## config.mk

```make
export PLATFORM = sky130hd
export DESIGN_NAME = decode_stage
export DESIGN_NICKNAME = d
export VERILOG_FILES = /design/src/rtl/decode_stage.sv
export SDC_FILE = /design/constraint.sdc
export NUM_CORES = 1
export LEC_CHECK = 0
export CORE_MARGIN = 2
export CORE_UTILIZATION = 35
export CTS_BUF_LIST = sky130_fd_sc_hd__clkbuf_4 sky130_fd_sc_hd__clkbuf_8 sky130_fd_sc_hd__clkbuf_16
export CTS_CLUSTER_SIZE = 14
export DETAILED_ROUTE_END_ITERATION = 12
export GPL_TIMING_DRIVEN = 1
export SKIP_CTS_REPAIR_TIMING = 1
export SYNTH_ARGS = -nofsm -noshare
export SYNTH_HDL_FRONTEND = slang
export SYNTH_SLANG_ARGS = --single-unit
```

## constraint.sdc

```tcl
create_clock -name clk -period 3.4 [get_ports clk]
set_clock_uncertainty 0.15 [all_clocks]
set_input_delay 1.02 -clock clk [delete_from_list [all_inputs] [get_ports clk]]
set_output_delay 1.02 -clock clk [all_outputs]
set_load 0.02 [all_outputs]
```

## src/rtl/decode_stage.sv

```systemverilog
// decode_stage: registered instruction-decode stage for the 16-bit WISC pipeline.
// Holds one decoded instruction behind a valid/ready handshake. It also
// handles sticky HALT/illegal-opcode state, load-use stalls and flush.
module decode_stage #(
   parameter int unsigned INSTR_W   = 16,
   parameter int unsigned PC_W      = 16,
   parameter logic        HAZARD_EN = 1'b1
) (
   input  logic               clk,
   input  logic               rst_n,
   input  logic               flush,
   input  logic               in_valid,
   output logic               in_ready,
   input  logic [INSTR_W-1:0] in_instr,
   input  logic [PC_W-1:0]    in_pc,
   output logic               out_valid,
   input  logic               out_ready,
   output logic [INSTR_W-1:0] out_instr,
   output logic [PC_W-1:0]    out_pc,
   output logic [19:0]        out_ctrl,
   output logic [2:0]         out_wr_addr,
   output logic               halted,
   output logic               err,
   output logic [PC_W-1:0]    err_pc
);

   // Control bundle; field order gives the packed MSB->LSB layout of out_ctrl.
   typedef struct packed {
      logic       halt;
      logic       jump;
      logic       branch;
      logic       mem_rd_en;
      logic       reg_wr_sel;
      logic       mem_wr_en;
      logic       alu_src_sel;
      logic       reg_wr_en;
      logic       extend_sign;
      logic       data1_sel;
      logic       r7_sel;
      logic [1:0] reg_des_sel;
      logic [1:0] jri_sel;
      logic [4:0] alu_op;
   } ctrl_t;

   // Instruction fields of the incoming word
   logic [4:0] w_op;
   logic [2:0] w_rs;
   logic [2:0] w_rt;
   logic [2:0] w_rd;

   assign w_op = in_instr[INSTR_W-1 -: 5];
   assign w_rs = in_instr[10:8];
   assign w_rt = in_instr[7:5];
   assign w_rd = in_instr[4:2];

   // Pipeline register contents
   logic               r_valid;
   logic [INSTR_W-1:0] r_instr;
   logic [PC_W-1:0]    r_pc;
   ctrl_t              r_ctrl;
   logic [2:0]         r_wr_addr;
   logic               r_halted;
   logic               r_err;
   logic [PC_W-1:0]    r_err_pc;

   // Combinational decode results
   ctrl_t      w_dec;
   logic       w_illegal;
   logic       w_rs_used;
   logic       w_rt_used;
   logic [2:0] w_wr_addr;
   logic       w_stall;
   logic       w_accept;

   // Opcode decode: every field is assigned for every opcode
   always_comb begin
      w_dec           = '0;
      w_dec.alu_op    = w_op;
      w_dec.data1_sel = 1'b1;
      w_illegal       = 1'b0;
      casez (w_op)
         5'b00000: begin                         // HALT
            w_dec.halt      = 1'b1;
            w_dec.data1_sel = 1'b0;
         end
         5'b00001: begin                         // NOP
            w_dec.data1_sel = 1'b0;
         end
         5'b0001?: begin                         // reserved
            w_illegal = 1'b1;
         end
         5'b00100: begin                         // J
            w_dec.branch      = 1'b1;
            w_dec.jri_sel     = 2'b10;
            w_dec.extend_sign = 1'b1;
            w_dec.data1_sel   = 1'b0;
         end
         5'b00101: begin                         // JR
            w_dec.jump        = 1'b1;
            w_dec.alu_src_sel = 1'b1;
            w_dec.jri_sel     = 2'b01;
            w_dec.extend_sign = 1'b1;
         end
         5'b00110: begin                         // JAL
            w_dec.reg_des_sel = 2'b10;
            w_dec.branch      = 1'b1;
            w_dec.reg_wr_en   = 1'b1;
            w_dec.jri_sel     = 2'b10;
            w_dec.extend_sign = 1'b1;
            w_dec.r7_sel      = 1'b1;
            w_dec.data1_sel   = 1'b0;
         end
         5'b00111: begin                         // JALR
            w_dec.reg_des_sel = 2'b10;
            w_dec.jump        = 1'b1;
            w_dec.alu_src_sel = 1'b1;
            w_dec.reg_wr_en   = 1'b1;
            w_dec.jri_sel     = 2'b01;
            w_dec.extend_sign = 1'b1;
            w_dec.r7_sel      = 1'b1;
         end
         5'b0100?: begin                         // ADDI / SUBI
            w_dec.reg_des_sel = 2'b01;
            w_dec.alu_src_sel = 1'b1;
            w_dec.reg_wr_en   = 1'b1;
            w_dec.extend_sign = 1'b1;
         end
         5'b0101?: begin                         // XORI / ANDNI
            w_dec.reg_des_sel = 2'b01;
            w_dec.alu_src_sel = 1'b1;
            w_dec.reg_wr_en   = 1'b1;
         end
         5'b011??: begin                         // conditional branches
            w_dec.branch      = 1'b1;
            w_dec.jri_sel     = 2'b01;
            w_dec.extend_sign = 1'b1;
         end
         5'b10000: begin                         // ST
            w_dec.mem_wr_en   = 1'b1;
            w_dec.alu_src_sel = 1'b1;
            w_dec.extend_sign = 1'b1;
            w_dec.reg_des_sel = 2'b11;
         end
         5'b10001: begin                         // LD
            w_dec.reg_des_sel = 2'b01;
            w_dec.mem_rd_en   = 1'b1;
            w_dec.reg_wr_sel  = 1'b1;
            w_dec.alu_src_sel = 1'b1;
            w_dec.reg_wr_en   = 1'b1;
            w_dec.extend_sign = 1'b1;
         end
         5'b10010: begin                         // SLBI
            w_dec.reg_des_sel = 2'b11;
            w_dec.alu_src_sel = 1'b1;
            w_dec.reg_wr_en   = 1'b1;
            w_dec.jri_sel     = 2'b01;
         end
         5'b10011: begin                         // STU
            w_dec.reg_des_sel = 2'b11;
            w_dec.mem_wr_en   = 1'b1;
            w_dec.alu_src_sel = 1'b1;
            w_dec.reg_wr_en   = 1'b1;
            w_dec.extend_sign = 1'b1;
         end
         5'b101??: begin                         // shift/rotate immediates
            w_dec.reg_des_sel = 2'b01;
            w_dec.alu_src_sel = 1'b1;
            w_dec.reg_wr_en   = 1'b1;
            w_dec.jri_sel     = 2'b11;
         end
         5'b11000: begin                         // LBI
            w_dec.reg_des_sel = 2'b11;
            w_dec.alu_src_sel = 1'b1;
            w_dec.reg_wr_en   = 1'b1;
            w_dec.jri_sel     = 2'b01;
            w_dec.extend_sign = 1'b1;
            w_dec.data1_sel   = 1'b0;
         end
         5'b11010: begin                         // reserved hole inside 1101x
            w_illegal = 1'b1;
         end
         5'b11001, 5'b11011, 5'b111??: begin     // BTR and R-type ALU ops
            w_dec.reg_des_sel = 2'b00;
            w_dec.reg_wr_en   = 1'b1;
            w_dec.jri_sel     = 2'b11;
         end
         default: begin
            w_illegal = 1'b0;
         end
      endcase
   end

   // Source-register usage of the incoming instruction, for hazard detection
   always_comb begin
      w_rs_used = 1'b1;
      w_rt_used = 1'b0;
      if (w_op == 5'b00000 || w_op == 5'b00001 || w_op == 5'b00100 ||
          w_op == 5'b00110 || w_op == 5'b11000) begin
         w_rs_used = 1'b0;
      end
      if (w_op[4:1] == 4'b1101 || w_op[4:2] == 3'b111 ||
          w_op == 5'b10000 || w_op == 5'b10011) begin
         w_rt_used = 1'b1;
      end
   end

   // Destination register select
   always_comb begin
      w_wr_addr = w_rd;
      case (w_dec.reg_des_sel)
         2'b00:   w_wr_addr = w_rd;
         2'b01:   w_wr_addr = w_rt;
         2'b10:   w_wr_addr = 3'd7;
         default: w_wr_addr = w_rs;
      endcase
   end

   // Load-use hazard: the held LD's result is not yet available to the new instruction
   assign w_stall = HAZARD_EN & in_valid & r_valid & r_ctrl.mem_rd_en & r_ctrl.reg_wr_en &
                    ((w_rs_used & (w_rs == r_wr_addr)) | (w_rt_used & (w_rt == r_wr_addr)));

   assign in_ready = rst_n & ~r_halted & ~r_err & ~flush & ~w_stall & (~r_valid | out_ready);
   assign w_accept = in_valid & in_ready;

   // Pipeline register with sticky halt/error tracking; flush wins over everything but reset
   always_ff @(posedge clk) begin
      if (!rst_n) begin
         r_valid   <= 1'b0;
         r_instr   <= '0;
         r_pc      <= '0;
         r_ctrl    <= '0;
         r_wr_addr <= '0;
         r_halted  <= 1'b0;
         r_err     <= 1'b0;
         r_err_pc  <= '0;
      end else if (flush) begin
         r_valid <= 1'b0;
      end else if (w_accept) begin
         if (w_illegal) begin
            r_valid <= 1'b0;
            if (!r_err) begin
               r_err    <= 1'b1;
               r_err_pc <= in_pc;
            end
         end else begin
            r_valid   <= 1'b1;
            r_instr   <= in_instr;
            r_pc      <= in_pc;
            r_ctrl    <= w_dec;
            r_wr_addr <= w_wr_addr;
            if (w_dec.halt) begin
               r_halted <= 1'b1;
            end
         end
      end else if (out_ready) begin
         r_valid <= 1'b0;
      end
   end

   assign out_valid   = r_valid;
   assign out_instr   = r_instr;
   assign out_pc      = r_pc;
   assign out_ctrl    = r_ctrl;
   assign out_wr_addr = r_wr_addr;
   assign halted      = r_halted;
   assign err         = r_err;
   assign err_pc      = r_err_pc;

endmodule

```

# Word level (Yosys, flattened, before mapping)
# Cells that the tools add are included.
[totals]
register_bits = 74
in_bits = 37
out_inout_bits = 75
wordCells = 114
[classes]
n_eq_ne = 24
muxes = 19
bitwise_logic = 21
n_reduce_logical = 29
[ops]
columns = ["cell", "count"]
rows = [
  ["5-bit == test (second input constant)", 8],
  ["5-bit by 3-bit == test with 1-bit output (second input constant)", 4],
  ["10-bit OR reduction", 2],
  ["1-bit two-way mux", 15],
  ["1-bit AND", 12],
  ["2-bit one-hot mux with 3 select lines", 2],
  ["12-bit OR reduction", 1],
  ["2-bit OR reduction", 6],
  ["4-bit OR reduction", 3],
  ["5-bit OR reduction", 2],
  ["3-bit one-hot mux with 3 select lines", 1],
  ["4-bit by 3-bit == test with 1-bit output (second input constant)", 2],
  ["4-bit AND reduction", 2],
  ["1-bit logical OR", 7],
  ["1-bit NOT", 7],
  ["3-bit == test", 2],
  ["3-bit == test (second input constant)", 2],
  ["3-bit AND reduction", 2],
  ["5-bit by 1-bit == test with 1-bit output (second input constant)", 1],
  ["5-bit zero test", 1],
  ["4-bit by 1-bit == test with 1-bit output (second input constant)", 1],
  ["4-bit == test (second input constant)", 1],
  ["3-bit by 2-bit == test with 1-bit output (second input constant)", 1],
  ["3-bit OR reduction", 1],
  ["other kinds (6)", 7],
]

# Longest topological paths before layout
# Gate-level depths: netlist of run 1.
[logic_depth]
word_depth = 14
ltp_mapped = 9
mapped_depth_nobuf = 5

# Worst setup path after synthesis of run 1
# OpenSTA, ideal clock, no wires.
[synth_timing]
path_kind = "input to output"
start = "input port in_instr[13]"
end = "output port in_ready"
arrival_time_ps = 2227
required_time_ps = 2230
setup_slack_ps = 3
stages = 7
n_path_buf = 2
cell_sequence = "buf_6 > mux2_4 > o32ai_2 > o32a_1 > buf_6 > nand3b_1 > and3_1"
[synth_between]
elab_chain_cells = 12
elab_cells_between_ends = 25
cone_classes = "8 x eq/ne; 2 x mux; 7 x bitwise; 8 x reduce/logical"
[synth_rtl]
columns = ["element", "line", "source"]
rows = [
  ["start, declared", "14", "input logic [INSTR_W-1:0] in_instr,"],
  ["5-bit by 1-bit == test with 1-bit output or 5-bit zero test (tied branches)", "197", "if (w_op == 5'b00000 || w_op == 5'b00001 || w_op == 5'b00100 ||"],
  ["1-bit logical OR (3 in series)", "197", ""],
  ["1-bit logical OR", "198", "w_op == 5'b00110 || w_op == 5'b11000) begin"],
  ["1-bit two-way mux", "197", ""],
  ["1-bit AND", "220", "((w_rs_used & (w_rs == r_wr_addr)) | (w_rt_used & (w_rt == r_wr_addr)));"],
  ["1-bit bitwise OR (*)", "220", ""],
  ["1-bit AND (*)", "219", "assign w_stall = HAZARD_EN & in_valid & r_valid & r_ctrl.mem_rd_en & r_ctrl.reg_wr_en &"],
  ["1-bit NOT (*)", "222", "assign in_ready = rst_n & ~r_halted & ~r_err & ~flush & ~w_stall & (~r_valid | out_ready);"],
  ["1-bit AND (*) (2 in series)", "222", ""],
  ["end, declared", "13", "output logic in_ready,"],
]
# Every way passes the cells marked *; elsewhere a longest branch is shown, timed or not.

# Worst setup path after layout of run 1
[layout_timing]
start = "input port in_instr[12]"
end = "output port in_ready"
# The elaborated chain is that of the path after synthesis.

==> key figures, run 1 <==
Outcome
  – Outcome: finished with violations
  – Failing checks: setup timing

Synthesis
  – Synth top area share: a little over two fifths
  – Syn_area_per_cell: 9.02 um^2
  – Count leader, synth: nand2_1
  – Syn Nets: 390
  – Synth Cell Area: 3190 um^2
  – Distinct cells, synth: 48
  – Ys async rst share: 0%
  – Flops & latches, synth: 68
  – Synth top cells by count: nand2_1 (84), dfxtp_1 (68), mux2i_1 (48)
  – Seq/Total Area, Yosys: 42.7%
  – Post-Syn Instances: 353
  – Synthesis Warnings: 0
  – Top post-synthesis cells by area: dfxtp_1 (43%), mux2i_1 (15%), nand2_1 (9.9%)
  – Post-synth EDFFs: 0
  – Top_reg_cell synth: dfxtp_1
  – Dominant cell type by area after synthesis: dfxtp_1

Drt
  – DR vias/cell: ~5.0
  – DRC: 0
  – 1st-pass router iterations: 4
  – WL/cell: between 10 and 15 um
  – DRT antenna net count: 0
  – Detailed Route WL: about 8600 um
  – Via count: roughly 3000
  – Drt first-iter violations: 67

Power and ir drop
  – Flop pwr share: a little under half
  – Static Leakage: 2.10 nW
  – Combinational Power Share: between 15 and 20%
  – Final Total Pwr: between 1.5 and 2 mW
  – Clock share of power: about 36%
  – P_sw: about 0.48 mW
  – Worst vdd ir: about 0.17 mV
  – Pwr Density: around 390 nW/um^2
  – Switching share of power: 25.9%
  – Internal: between 1 and 1.5 mW

Finish
  – Ratio of cells with drive above 1 in the final layout: roughly 16%
  – Synth-to-layout area growth: 48.9%
  – Layout Utilization: 54.1%
  – Inserted Diodes: 0
  – Post-layout nets: around 520

STA
  – Final worst path period need: about 3.4 ns
  – RSZ-0062 raised after global routing: yes
  – F_max: ~290 MHz
  – Pins Over Slew Limit: 0
  – Max_slew headroom: roughly 45%
  – Worst hold margin: 0.305 ns
  – Final setup viols: 1
  – Setup ws final: -0.0168 ns
  – Setup tns final: -0.0168 ns
  – Fin crit share: 100%
  – Worst-Margin Slew: ~0.83 ns
  – Final hold vios: 0

Global route
  – GRT Util Overall: 17.7%
  – Gr ovfl total: 0
  – Largest net degree at the start of global routing: a little under 90
  – Vias in the first global route: 2875
  – First-pass GRT wire length: around 14000 um
  – Initial antenna violation count: 0

Floorplanning
  – Die W: approximately 99 um
  – Row count: 34
  – Initial Util: 36.4%
  – Die height: around 100 um
  – I/O pin total: 112
  – Core area: ~9000 um^2
  – Die area: 9880 um^2

Min path
  – Hold Path Stages: 2
  – HP Class: flop to flop

Worst setup path
  – CP required: 2.23 ns
  – Reg2reg path depth: 7
  – Critical path endpoint category: output pin
  – Critical path origin: in_instr[12]
  – Crit path depth: 7
  – Worst setup SP type: primary input
  – Worst-path cell chain: buf_8 > nor2b_4 > o21a_1 > o32a_1 > nand3b_1 > and3_4 > buf_6
  – Slowest-stage cell, CP: o32a_1
  – Top Family by Delay on Critical Path: compound AO/OA/AOI/OAI gates
  – WP buf/inv: 2
  – Data arrival time of the worst path: approximately 2.3 ns
  – Crit Path Class: primary input to output pin
  – Critical path destination: in_ready
  – R2r setup slk: 1.21 ns
  – Worst R2R End: out_instr[11]
  – Slowest stage delay, CP: 0.35 ns
  – Worst Path Max Fanout: 4
  – R2r startpoint: out_wr_addr[1]

CTS
  – CTS tree: yes
  – Worst-path clk slew: roughly 0.070 ns
  – Number of CTS-inserted buffers: 9
  – Clock Latency Late Sink: approximately 0.33 ns
  – Clock Sinks: slightly below 70
  – Htree depth: 3
  – CTS root buffer: clkbuf_8
  – Clock Path Buffers: 2

Place
  – Post-DP HPWL: 6210 um
  – Port Buf Inserts: 111
  – GPL Wtd Cong: approximately 0.86
  – Post-place setup slack: -0.968 ns

Flow run
  – Max_cap viols: 0
## layout by cell type, fill, tap and decap left out, types with 4 or more instances in the layout
| cell type | synthesis | routed |
|---|---|---|
| mux2i_1 | 48 | 48 |
| clkbuf_8 | 0 | 11 |
| nand3b_1 | 5 | 5 |
| nand2_1 | 84 | 84 |
| nand3_1 | 5 | 5 |
| nor2_1 | 6 | 5 |
| o211ai_1 | 13 | 13 |
| a21oi_1 | 4 | 4 |
| o21ai_0 | 5 | 5 |
| a31oi_1 | 4 | 4 |
| buf_4 | 6 | 36 |
| dfxtp_1 | 68 | 68 |
| xnor2_1 | 7 | 7 |
| clkbuf_2 | 0 | 4 |
| clkdlybuf4s50_1 | 0 | 98 |
| o21ai_1 | 15 | 15 |
| o21a_1 | 4 | 4 |
## power groups by stage
stage	sequential, mW	combinational, mW	clock [mW]
finish	0.841	0.330	0.667
global route	0.844	0.356	0.726
CTS	0.841	0.325	0.692
detailed placement	0.859	0.323	0
global placement	0.859	0.320	0
floorplan	0.891	0.141	0
## cells by family after synthesis
family | Yosys count | synth area share, %
flops | 68 | 42.7
simple gates | 124 | 17.5
mux | 50 | 15.9
buf+inv | 41 | 8.21
compound gates | 63 | 13.7
xor+xnor | 7 | 1.92
## routing by layer
metal | vias to the layer above | part of all wire, % | GRT usage (%)
met3 | 8 | 6.4 | 4.50
met5 | - | 0 | 0
li1 | 1465 | - | -
met4 | 0 | 0.94 | 5.37
met1 | 1393 | 48 | 24.6
met2 | 85 | 45 | 27.2
## worst min path at each step
stage / start / to / slack, ns
2_1_floorplan: out_ctrl[9] / out_ctrl[9] / 0.38
3_3_place_gp: out_instr[4] / out_instr[4] / 0.29
3_5_place_dp: out_instr[9] / out_instr[9] / 0.29
4_1_cts: out_instr[8] / out_instr[8] / 0.31
5_1_grt: out_instr[1] / out_instr[1] / 0.32
6_report: out_instr[4] / out_instr[4] / 0.30
## final cells by class
class                           count  area, um^2
Timing Repair Buffer              149        1410
Fill cell                         842        4020
Tap cell                          108         135
Multi-Input combinational cell    244        1610
Inverter                            6        22.5
Clock buffer                       11         151
Sequential cell                    68        1360
Clock inverter                      4        48.8
## metrics by stage
stage / cells / cell area [um^2]
6_report: 590 / 4740
5_1_grt: 590 / 4740
4_1_cts: 587 / 4680
3_5_place_dp: 572 / 4480
3_3_place_gp: 572 / 4480
2_1_floorplan: 353 / 3190
## flip-flops by register name, indices dropped and copies added (netlist names)
name / count
out_instr: 16
halted: 1
err: 1
out_wr_addr: 3
out_ctrl: 14
out_pc: 16
err_pc: 16
out_valid: 1
## worst min-delay path: stages (launching register included)
cell	delay (ns)
dfxtp_1	0.31
nand2_1	0.05
o21ai_1	0.05
Note: power is estimated with default switching activity, not from simulation.
==> run 2: changes to the inputs <==
--- a/config.mk
+++ b/config.mk
@@ -15,3 +15,4 @@
 export SYNTH_ARGS = -nofsm -noshare
 export SYNTH_HDL_FRONTEND = slang
 export SYNTH_SLANG_ARGS = --single-unit
+export TNS_END_PERCENT = 30
==> results of run 2 <==
The final DEF is identical to that of run 1; final timing and power are the same.
